===== src/rtl/imem_load_controller.sv =====
// imem_load_controller
// Boot-time loader. It reads a big-endian byte stream made of a 16-bit word count N
// followed by N instruction words of two bytes each. Each pair of bytes becomes one
// 16-bit instruction written to instruction memory. The CPU is held in stall until
// the whole program has been loaded.
// Ports:
//   clk, rst           clock; asynchronous active-high reset
//   start              begins a load; honoured only in IDLE, DONE or ERROR
//   rx_data/valid/rdy  byte stream input; a byte transfers when rx_valid && rx_ready
//   instruction_in     assembled word to memory
//   load_address       memory write address
//   instruction_write  one-cycle write pulse per word
//   cpu_stall          low only in DONE
//   load_done          high in DONE
//   load_error         high in ERROR
//   words_loaded       number of words written in the current or last load
module imem_load_controller #(
  parameter int          MEM_DEPTH = 65536,
  parameter logic [15:0] BASE_ADDR = 16'h0
) (
  input  logic        clk,
  input  logic        rst,
  input  logic        start,
  input  logic [7:0]  rx_data,
  input  logic        rx_valid,
  output logic        rx_ready,
  output logic [15:0] instruction_in,
  output logic [15:0] load_address,
  output logic        instruction_write,
  output logic        cpu_stall,
  output logic        load_done,
  output logic        load_error,
  output logic [15:0] words_loaded
);

  typedef enum logic [2:0] {
    S_IDLE,
    S_LEN_HI,
    S_LEN_LO,
    S_DATA_HI,
    S_DATA_LO,
    S_WRITE,
    S_DONE,
    S_ERROR
  } state_t;

  // The length check uses 17 bits so that MEM_DEPTH = 65536 can be represented.
  localparam logic [16:0] DEPTH17 = 17'(MEM_DEPTH);

  state_t      state_q, state_d;
  logic [15:0] len_q, len_d;
  logic [15:0] instr_q, instr_d;
  logic [15:0] addr_q, addr_d;
  logic [15:0] words_q, words_d;

  logic        xfer;
  logic [15:0] len_full;
  logic [15:0] words_inc;

  assign rx_ready  = (state_q == S_LEN_HI) || (state_q == S_LEN_LO) ||
                     (state_q == S_DATA_HI) || (state_q == S_DATA_LO);
  assign xfer      = rx_valid && rx_ready;
  // Complete length as it will look once the LO byte is latched this cycle.
  assign len_full  = {len_q[15:8], rx_data};
  assign words_inc = words_q + 16'd1;

  always_comb begin
    state_d = state_q;
    len_d   = len_q;
    instr_d = instr_q;
    addr_d  = addr_q;
    words_d = words_q;
    case (state_q)
      S_IDLE, S_DONE, S_ERROR: begin
        if (start) begin
          state_d = S_LEN_HI;
          words_d = 16'd0;
          addr_d  = BASE_ADDR;
        end
      end
      S_LEN_HI: begin
        if (xfer) begin
          len_d[15:8] = rx_data;
          state_d     = S_LEN_LO;
        end
      end
      S_LEN_LO: begin
        if (xfer) begin
          len_d[7:0] = rx_data;
          if (len_full == 16'd0)
            state_d = S_DONE;
          else if ({1'b0, len_full} > DEPTH17)
            state_d = S_ERROR;
          else
            state_d = S_DATA_HI;
        end
      end
      S_DATA_HI: begin
        if (xfer) begin
          instr_d[15:8] = rx_data;
          state_d       = S_DATA_LO;
        end
      end
      S_DATA_LO: begin
        if (xfer) begin
          instr_d[7:0] = rx_data;
          state_d      = S_WRITE;
        end
      end
      S_WRITE: begin
        // The write pulse is visible for this whole cycle. The address and the
        // count advance on the edge that leaves WRITE.
        addr_d  = addr_q + 16'd1;
        words_d = words_inc;
        if (words_inc == len_q)
          state_d = S_DONE;
        else
          state_d = S_DATA_HI;
      end
      default: state_d = S_IDLE;
    endcase
  end

  always_ff @(posedge clk or posedge rst) begin
    if (rst) begin
      state_q <= S_IDLE;
      len_q   <= 16'd0;
      instr_q <= 16'd0;
      addr_q  <= BASE_ADDR;
      words_q <= 16'd0;
    end else begin
      state_q <= state_d;
      len_q   <= len_d;
      instr_q <= instr_d;
      addr_q  <= addr_d;
      words_q <= words_d;
    end
  end

  assign instruction_in    = instr_q;
  assign load_address      = addr_q;
  assign words_loaded      = words_q;
  assign instruction_write = (state_q == S_WRITE);
  assign cpu_stall         = (state_q != S_DONE);
  assign load_done         = (state_q == S_DONE);
  assign load_error        = (state_q == S_ERROR);

endmodule


===== config.mk =====
export PLATFORM = sky130hd
export DESIGN_NAME = imem_load_controller
export DESIGN_NICKNAME = d
export VERILOG_FILES = /design/src/rtl/imem_load_controller.sv
export SDC_FILE = /design/constraint.sdc
export NUM_CORES = 1
export LEC_CHECK = 0
export ABC_AREA = 1
export BUFFER_PORTS_ARGS = -buffer_cell sky130_fd_sc_hd__clkbuf_2
export CORE_MARGIN = 5
export CORE_UTILIZATION = 38
export CTS_CLUSTER_DIAMETER = 120
export DETAILED_ROUTE_END_ITERATION = 10
export SLEW_MARGIN = 40
export SYNTH_ARGS = -nofsm -noshare
export SYNTH_HDL_FRONTEND = slang
export SYNTH_SLANG_ARGS = --single-unit

===== constraint.sdc =====
create_clock -name clk -period 2 [get_ports clk]
set_input_delay 0.2 -clock clk [delete_from_list [all_inputs] [get_ports clk]]
set_output_delay 0.2 -clock clk [all_outputs]
set_load 0.02 [all_outputs]

== Yosys cells after proc, flatten, opt, wreduce, memory -nomap -nowiden ==
Cells that the tools add are included.
Word-level totals
  bits in registers: 67
  input bits: 12
  output and inout port bits: 53
  word-level logic and storage cells: 50
Operators by class
  add/subtract/negate cells: 2
  order comparisons: 1
  equality and inequality tests: 14
  muxes and demuxes: 12
  reductions and logical operators: 14
Operators by type and width (number)
  16-bit one-hot mux with 2 select lines: 2
  16-bit by 1-bit adder with 16-bit output (second input constant): 2
  3-bit 2-to-1 mux: 8
  3-bit one-hot mux with 6 select lines: 1
  16-bit by 17-bit > comparator with 1-bit output (second input constant): 1
  16-bit equality test: 1
  16-bit logical NOT: 1
  16-bit 2-to-1 mux: 1
  3-bit equality test (second input constant): 4
  2-bit inequality test (second input constant): 5
  2-bit AND reduction: 5
  3-bit by 2-bit equality test with 1-bit output (second input constant): 2
  5-bit AND reduction: 1
  3-bit by 1-bit equality test with 1-bit output (second input constant): 1
  3-bit logical NOT: 1
  1-bit logical OR: 3
  3-bit inequality test (second input constant): 1
  3-bit OR reduction: 1
  2-bit nonzero test: 1
  1-bit logical AND: 1

== Depth between registers and ports, before layout ==
Gate-level depths: netlist of run 1.
  depth in word-level cells: 7
  gate-level depth with buffers: 16
  depth with buffers taken out: 16

== Least setup slack after synthesis of run 1 ==
No wires, ideal clock.
  path type: reg-to-reg
  start point: register words_q[0], in the netlist words_loaded[0]
  end point: register state_q[2]
  setup time: 0.065 ns
  arrival: 1.701 ns
  data required time: 1.935 ns
  setup slack: 0.234 ns
  stages on the path, launching flop included: 16
  buffers on the path: 0
  period minus slack after synthesis: 1.766 ns
  cell sequence: dfrtp_1 ha_1 nand3_2 inv_2 nand3_1 clkinv_1 nand2_1 nand2_1 nand2_1 nand2_1 nand2_1 nor2_2 nand3_1 nand2_1 nand2_1 nand2_1
On the way
  cells in the longest elaborated chain, start to end: 4
RTL lines
  from (decl): line 54  | logic [15:0] words_q, words_d;
  from (signal assigned): line 136  | words_q <= words_d;
  16-bit by 1-bit adder with 16-bit output: line 65  | assign words_inc = words_q + 16'd1;
  16-bit equality test: line 115  | if (words_inc == len_q)
  3-bit 2-to-1 mux: line 115
  3-bit one-hot mux with 6 select lines: line 73  | case (state_q)
  to (signal assigned): line 132  | state_q <= state_d;
  to (decl): line 50  | state_t state_q, state_d;
Every way passes these cells.
A chain may end at the register's enable or synchronous reset.

== Worst setup path after layout of run 1 ==
Same ends and word-level chain as after synthesis.

==> out/qor.yml, run 1 <==
worst-path-buf-inv: 2
critPathMaxStageDelay_ns: 0.43
ant_nets: 0
multiInputGateArea_mm2: 0.00166
drt_iter0_drc: 188
crit_slowest_cell: "dfrtp_2"
final_cell_area_mm2: 0.00437
clock.fmax_mhz: 552
maxCapViolCount: 0
cts_buffers: 9
startpoint_type: "register"
setup_viol: 0
timing.hold.ws_ns: 0.181
ys_types: 35
port_buffers: 64
cp_top_family: "simple AND/OR/NAND/NOR gates"
finalMaxSlewViolations: 0
power_density_mw_per_mm2: 1120
antennaDiodeCount: 0
ys_top_cells_by_count: "141 x nand2_1, 68 x inv_1, 67 x dfrtp_1, 47 x o21ai_0, 37 x nand3_1"
fill_cells: 949
clkLatencyLatePin_ns: 0.35
cts_tree: "done"
clockRootBuffer: "clkbuf_8"
grt_util_all_layers_pct: 17.1
cp_max_fo: 7
cts_max_path_buffers: 2
drc_errors: 0
slew-limit-headroom_pct: 68.6
dieArea_mm2: 0.0117
post-route-min-period_ns: 1.81
critPathRequiredTime_ns: 2.29
r2r-end: "state_q[2]$_DFFE_PP0P_"
wl_per_cell_um: 13.7
vdd_drop_max_uv: 678
die_x_um: 108
rows: 35
critPathLaunch: "words_loaded[0]$_DFFE_PP0P_"
fin_ws_ns: 0.187
ff2ff_path_depth: 15
viasPerCell: 4.88
tightest_slew_ns: 0.470
core_mm2: 0.00933
start_util_pct: 39.3
arrival_ns: 2.10
synth_area_mm2: 0.00366
grt_pass1_wl_um: 16000
end_kind: "register"
grt_pass1_vias: 3278
area_delta_synth_final_pct: 19.2
ys_warn_count: 0
power.total_mw: 4.90
seq_area_frac_synth_pct: 45.7
dp_hpwl_um: 7080
post_dp_cell_area_mm2: 0.00415
cp-endpoint: "state_q[2]$_DFFE_PP0P_"
antenna_found_initial: 0
timing.final.crit_share_pct: 90.7
crit_type: "register to register"
ys_async_sr_fraction_pct: 100
fin_nets: 575
worstPathCellList: "ha_2, nand3_2, inv_2, nand3_1, clkinv_1, nand2_1, nand2_1, nand2_1, nand2_1, nand2_1, nor2_2, nand3_1, nand2_1, nand2_1, nand2_1"
avgSynthCellArea_um2: 7.54
grt_max_degree: 46
grt.overflow.total: 0
setup_tns_ns: 0
drt-total-wl_um: 9500
status: "finished, final reports clean"
leakage_nw: 2.21
synth_edf_count: 0
cts.sinks: 67
fp.dieH_um: 108
vias: 3388
pre_cts_slack_ns: 0.149
synth_top_area_share_pct: 45.7
synth_area_leaders: "dfrtp_1 46%, nand2_1 14%, inv_1 7.0%"
synth_flop_cell: "dfrtp_1"
hold_class: "input pin to register"
seq_area_mm2: 0.00168
place_congestion: 0.866
yosys.area.top_type: "dfrtp_1"
syn_nets: 501
clk_pin_slew_ns: 0.09
ys_ff_latch: 67
reg2reg_slack_ns: 0.19
htree_levels: 3
clock_skew_ns: 0.00791
cpMostUsedCell: "nand2_1"
synth_most_common_cell: "nand2_1"
hold_viol_final: 0
synthCells: 486
pin_count: 65
drive_gt1_share_pct: 21.9
reg2reg_from: "words_loaded[0]$_DFFE_PP0P_"
cp.depth: 15
first_pass_iters: 4
[area by class of cell]
cell class	instances	area share [%]
sequential	67	38.5
clock inverter	7	1.35
tap	129	3.70
inverter	74	6.36
multi-input combinational	335	38.1
timing repair buffer	73	9.22
clock buffer	9	2.84
[through the flow]
| stage | utilization [%] | instances |
|---|---|---|
| 2_1_floorplan | - | 486 |
| 3_3_place_gp | 44.5 | 675 |
| 3_5_place_dp | 44.5 | 675 |
| 4_1_cts | 46.5 | 692 |
| 5_1_grt | 46.8 | 694 |
| 6_report | 46.8 | 694 |
[sequential cells by signal, summed over array words and instances (netlist names)]
| register | count |
|---|---|
| instruction_in | 16 |
| len_q | 16 |
| load_address | 16 |
| words_loaded | 16 |
| state_q | 3 |
[metal layers]
metal / vias to the layer above / GRT usage [%] / wire length [µm]
li1: 1727 / - / -
met3: 11 / 4.30 / 587
met5: - / 0 / 0
met4: 0 / 5.41 / 121
met1: 1570 / 23.7 / 4540
met2: 80 / 26.4 / 4250
[power by group]
part | internal [mW] | switching (mW)
combinational | 0.607 | 1.18
clock | 0.472 | 0.624
sequential | 1.71 | 0.301
[repair_timing]
| action | CTS | global route |
|---|---|---|
| endpoints found under the hold margin | 67 | 0 |
| buffers inserted | 0 | 2 |
| resized for setup | 0 | 6 |
| hold buffers | 1 | 0 |
| endpoints found under the setup margin | 0 | 3 |
[cells in the final DEF (no fill, tap or decap), types with 3 or more instances in the layout]
master and n:
nand2_1 141, inv_1 67, clkbuf_2 64, dfrtp_1 64, o21ai_0 47, nand3_1 37, nor2_1 26, a21oi_1 12
nand4_1 12, o22ai_1 11, clkbuf_8 9, buf_4 7, inv_2 6, nand2_2 6, nor2_4 5, nor2_2 5
nor3_1 5, inv_6 5, o21ai_1 3, nand3b_1 3, dfrtp_2 3
[worst min-delay path: stages]
cell,delay (ns)
clkbuf_2,0.08
inv_1,0.11
o21ai_0,0.10
[how the worst min path moves through the flow]
stage,start,end,slack (ns),cells after the start
global placement,rst,load_address[14]$_DFFE_PP0P_,0.07,2
CTS,rx_data[7],len_q[7]$_DFFE_PP0P_,0.17,3
global route,rx_data[7],instruction_in[7]$_DFFE_PP0P_,0.20,3
floorplan,rx_data[2],instruction_in[10]$_DFFE_PP0P_,0.41,2
finish,rx_data[7],len_q[7]$_DFFE_PP0P_,0.18,3
detailed placement,rst,load_address[14]$_DFFE_PP0P_,0.07,2
[kinds of logic after synthesis]
group | count (synthesis) | share of synthesized area (%)
xor+xnor | 3 | 0.717
buf+inv | 84 | 9.15
compound gates | 81 | 12.1
simple gates | 248 | 31.3
flops | 67 | 45.7
fa+ha+maj | 3 | 1.02
No activity file was read; power rests on OpenSTA's default activity.
==> run 2, diff against run 1 <==
--- a/config.mk
+++ b/config.mk
@@ -11,6 +11,7 @@
 export CORE_UTILIZATION = 38
 export CTS_CLUSTER_DIAMETER = 120
 export DETAILED_ROUTE_END_ITERATION = 10
+export REMOVE_ABC_BUFFERS = 1
 export SLEW_MARGIN = 40
 export SYNTH_ARGS = -nofsm -noshare
 export SYNTH_HDL_FRONTEND = slang
==> run 2 against run 1 <==
Effect of this change: worst hold slack got worse by 0.0054 ns; wire length fell by 2.8%; clock skew increased by 0.0020 ns; combinational power about the same; first-iteration DRC count shrank 9.6%; register-to-register slack got worse by 0.03 ns.
==> out/qor.yml, run 2 (same netlist as run 1, synthesis figures left out) <==
layout_commonest_cell: "nand2_1"
timing.final.crit_share_pct: 92.1
timing.hold.ws_ns: 0.175
crit_slowest_cell: "dfrtp_1"
clock_skew_ns: 0.00990
setup_tns_ns: 0
finalMaxSlewViolations: 0
setup_viol: 0
clk_pin_slew_ns: 0.08
grt.overflow.total: 0
wl_met2_um: 4100
area_delta_synth_final_pct: 18.9
pin_count: 65
hold_class: "input pin to register"
tightest_slew_ns: 0.470
maxCapViolCount: 0
cts_max_path_buffers: 2
viasPerCell: 4.86
grt_pass1_vias: 3310
hold_viol_final: 0
rows: 35
slew-limit-headroom_pct: 68.6
fin_nets: 574
crit_type: "register to register"
clockRootBuffer: "clkbuf_8"
worst-path-buf-inv: 0
rsz0062_at_grt: "no"
critPathMaxStageDelay_ns: 0.46
die_x_um: 108
wl_met3_um: 434
arrival_ns: 2.11
cts.sinks: 67
post-route-min-period_ns: 1.84
power_density_mw_per_mm2: 1100
drt_iter0_drc: 170
wl_per_cell_um: 13.3
port_buffers: 64
status: "finished, final reports clean"
end_kind: "register"
startpoint_type: "register"
vias: 3366
drt-total-wl_um: 9240
core_mm2: 0.00933
cpMostUsedCell: "nand2_1"
dp_hpwl_um: 6870
clock.fmax_mhz: 543
ant_nets: 0
leakage_nw: 2.21
grt_pass1_wl_um: 15900
drive_gt1_share_pct: 21.6
dieArea_mm2: 0.0117
grt_util_all_layers_pct: 17.2
grt_max_degree: 68
place_congestion: 0.849
wl_met1_um: 4570
drc_errors: 0
first_pass_iters: 4
cp_top_family: "simple AND/OR/NAND/NOR gates"
critPathRequiredTime_ns: 2.27
start_util_pct: 39.3
cp_max_fo: 16
cts_tree: "done"
htree_levels: 3
clkLatencyLatePin_ns: 0.35
antenna_found_initial: 0
layout_common_cells: "141 x nand2_1, 67 x inv_1, 65 x dfrtp_1"
worstPathCellList: "ha_1, o21bai_1, nand2_1, nand2_8, nand3_4, nor3_4, nand2_2, o21ai_2, nand2_1, a21oi_1"
top_layer: "met4"
cts_buffers: 9
antennaDiodeCount: 0
vdd_drop_max_uv: 562
fp.dieH_um: 108
run 2: power breakdown:
part / total (mW) / internal [mW] / switching, mW
Sequential: 2.01 / 1.71 / 0.292
Combinational: 1.77 / 0.615 / 1.16
Clock: 1.04 / 0.455 / 0.581
Total: 4.82 / 2.78 / 2.03
run 2: repair_timing:
item,4_1_cts,5_1_grt
hold buffers,1,0
hold endpoints to repair,67,0
gates resized for setup,0,5
endpoints found under the setup margin,0,4
buffers inserted,0,0
run 2: per-stage QoR:
| stage | std cells | total power [mW] | utilization, % | worst slack (ns) | instance area (µm²) |
|---|---|---|---|---|---|
| finish | 693 | 4.82 | 46.7 | 0.159 | 4360 |
| global placement | 676 | 3.78 | 44.5 | 0.223 | 4150 |
| floorplan | 476 | 3.18 | - | 0.117 | 3610 |
| detailed placement | 676 | 3.80 | 44.5 | 0.148 | 4150 |
| CTS | 693 | 4.86 | 46.6 | 0.140 | 4340 |
| global route | 693 | 5.21 | 46.7 | 0.00254 | 4360 |
run 2: path summary, 6_finish.rpt:
path                                               start                        endpoint  slack, ns  cells after the start
hold / removal                                rx_data[4]  instruction_in[12]$_DFFE_PP0P_       0.18                      3
hold reg to reg            instruction_in[0]$_DFFE_PP0P_   instruction_in[0]$_DFFE_PP0P_       0.50                      2
setup reg to reg                  state_q[2]$_DFFE_PP0P_    load_address[14]$_DFFE_PP0P_       0.16                     10
max in group asynchronous                            rst     words_loaded[2]$_DFFE_PP0P_       1.23                      4
setup / recovery                  state_q[2]$_DFFE_PP0P_    load_address[14]$_DFFE_PP0P_       0.16                     10
min in group asynchronous                            rst    load_address[12]$_DFFE_PP0P_       0.46                      4
run 2: area by class of cell:
class,instances,area [µm²]
fill,948,4970
timing repair buffer,72,395
tap,129,161
clock buffer,9,124
clock inverter,7,55.1
multi-input combinational,335,1670
inverter,74,278
sequential,67,1680
run 2: tightest hold or removal path, stage by stage:
cell,delay [ns]
clkbuf_2,0.08
inv_1,0.10
o21ai_0,0.09
run 2: metal layers:
| metal | GRT usage [%] | vias to the layer above |
|---|---|---|
| met1 | 24.1 | 1557 |
| met3 | 3.58 | 15 |
| li1 | - | 1708 |
| met4 | 4.42 | 0 |
| met2 | 27.2 | 86 |
| met5 | 0 | - |
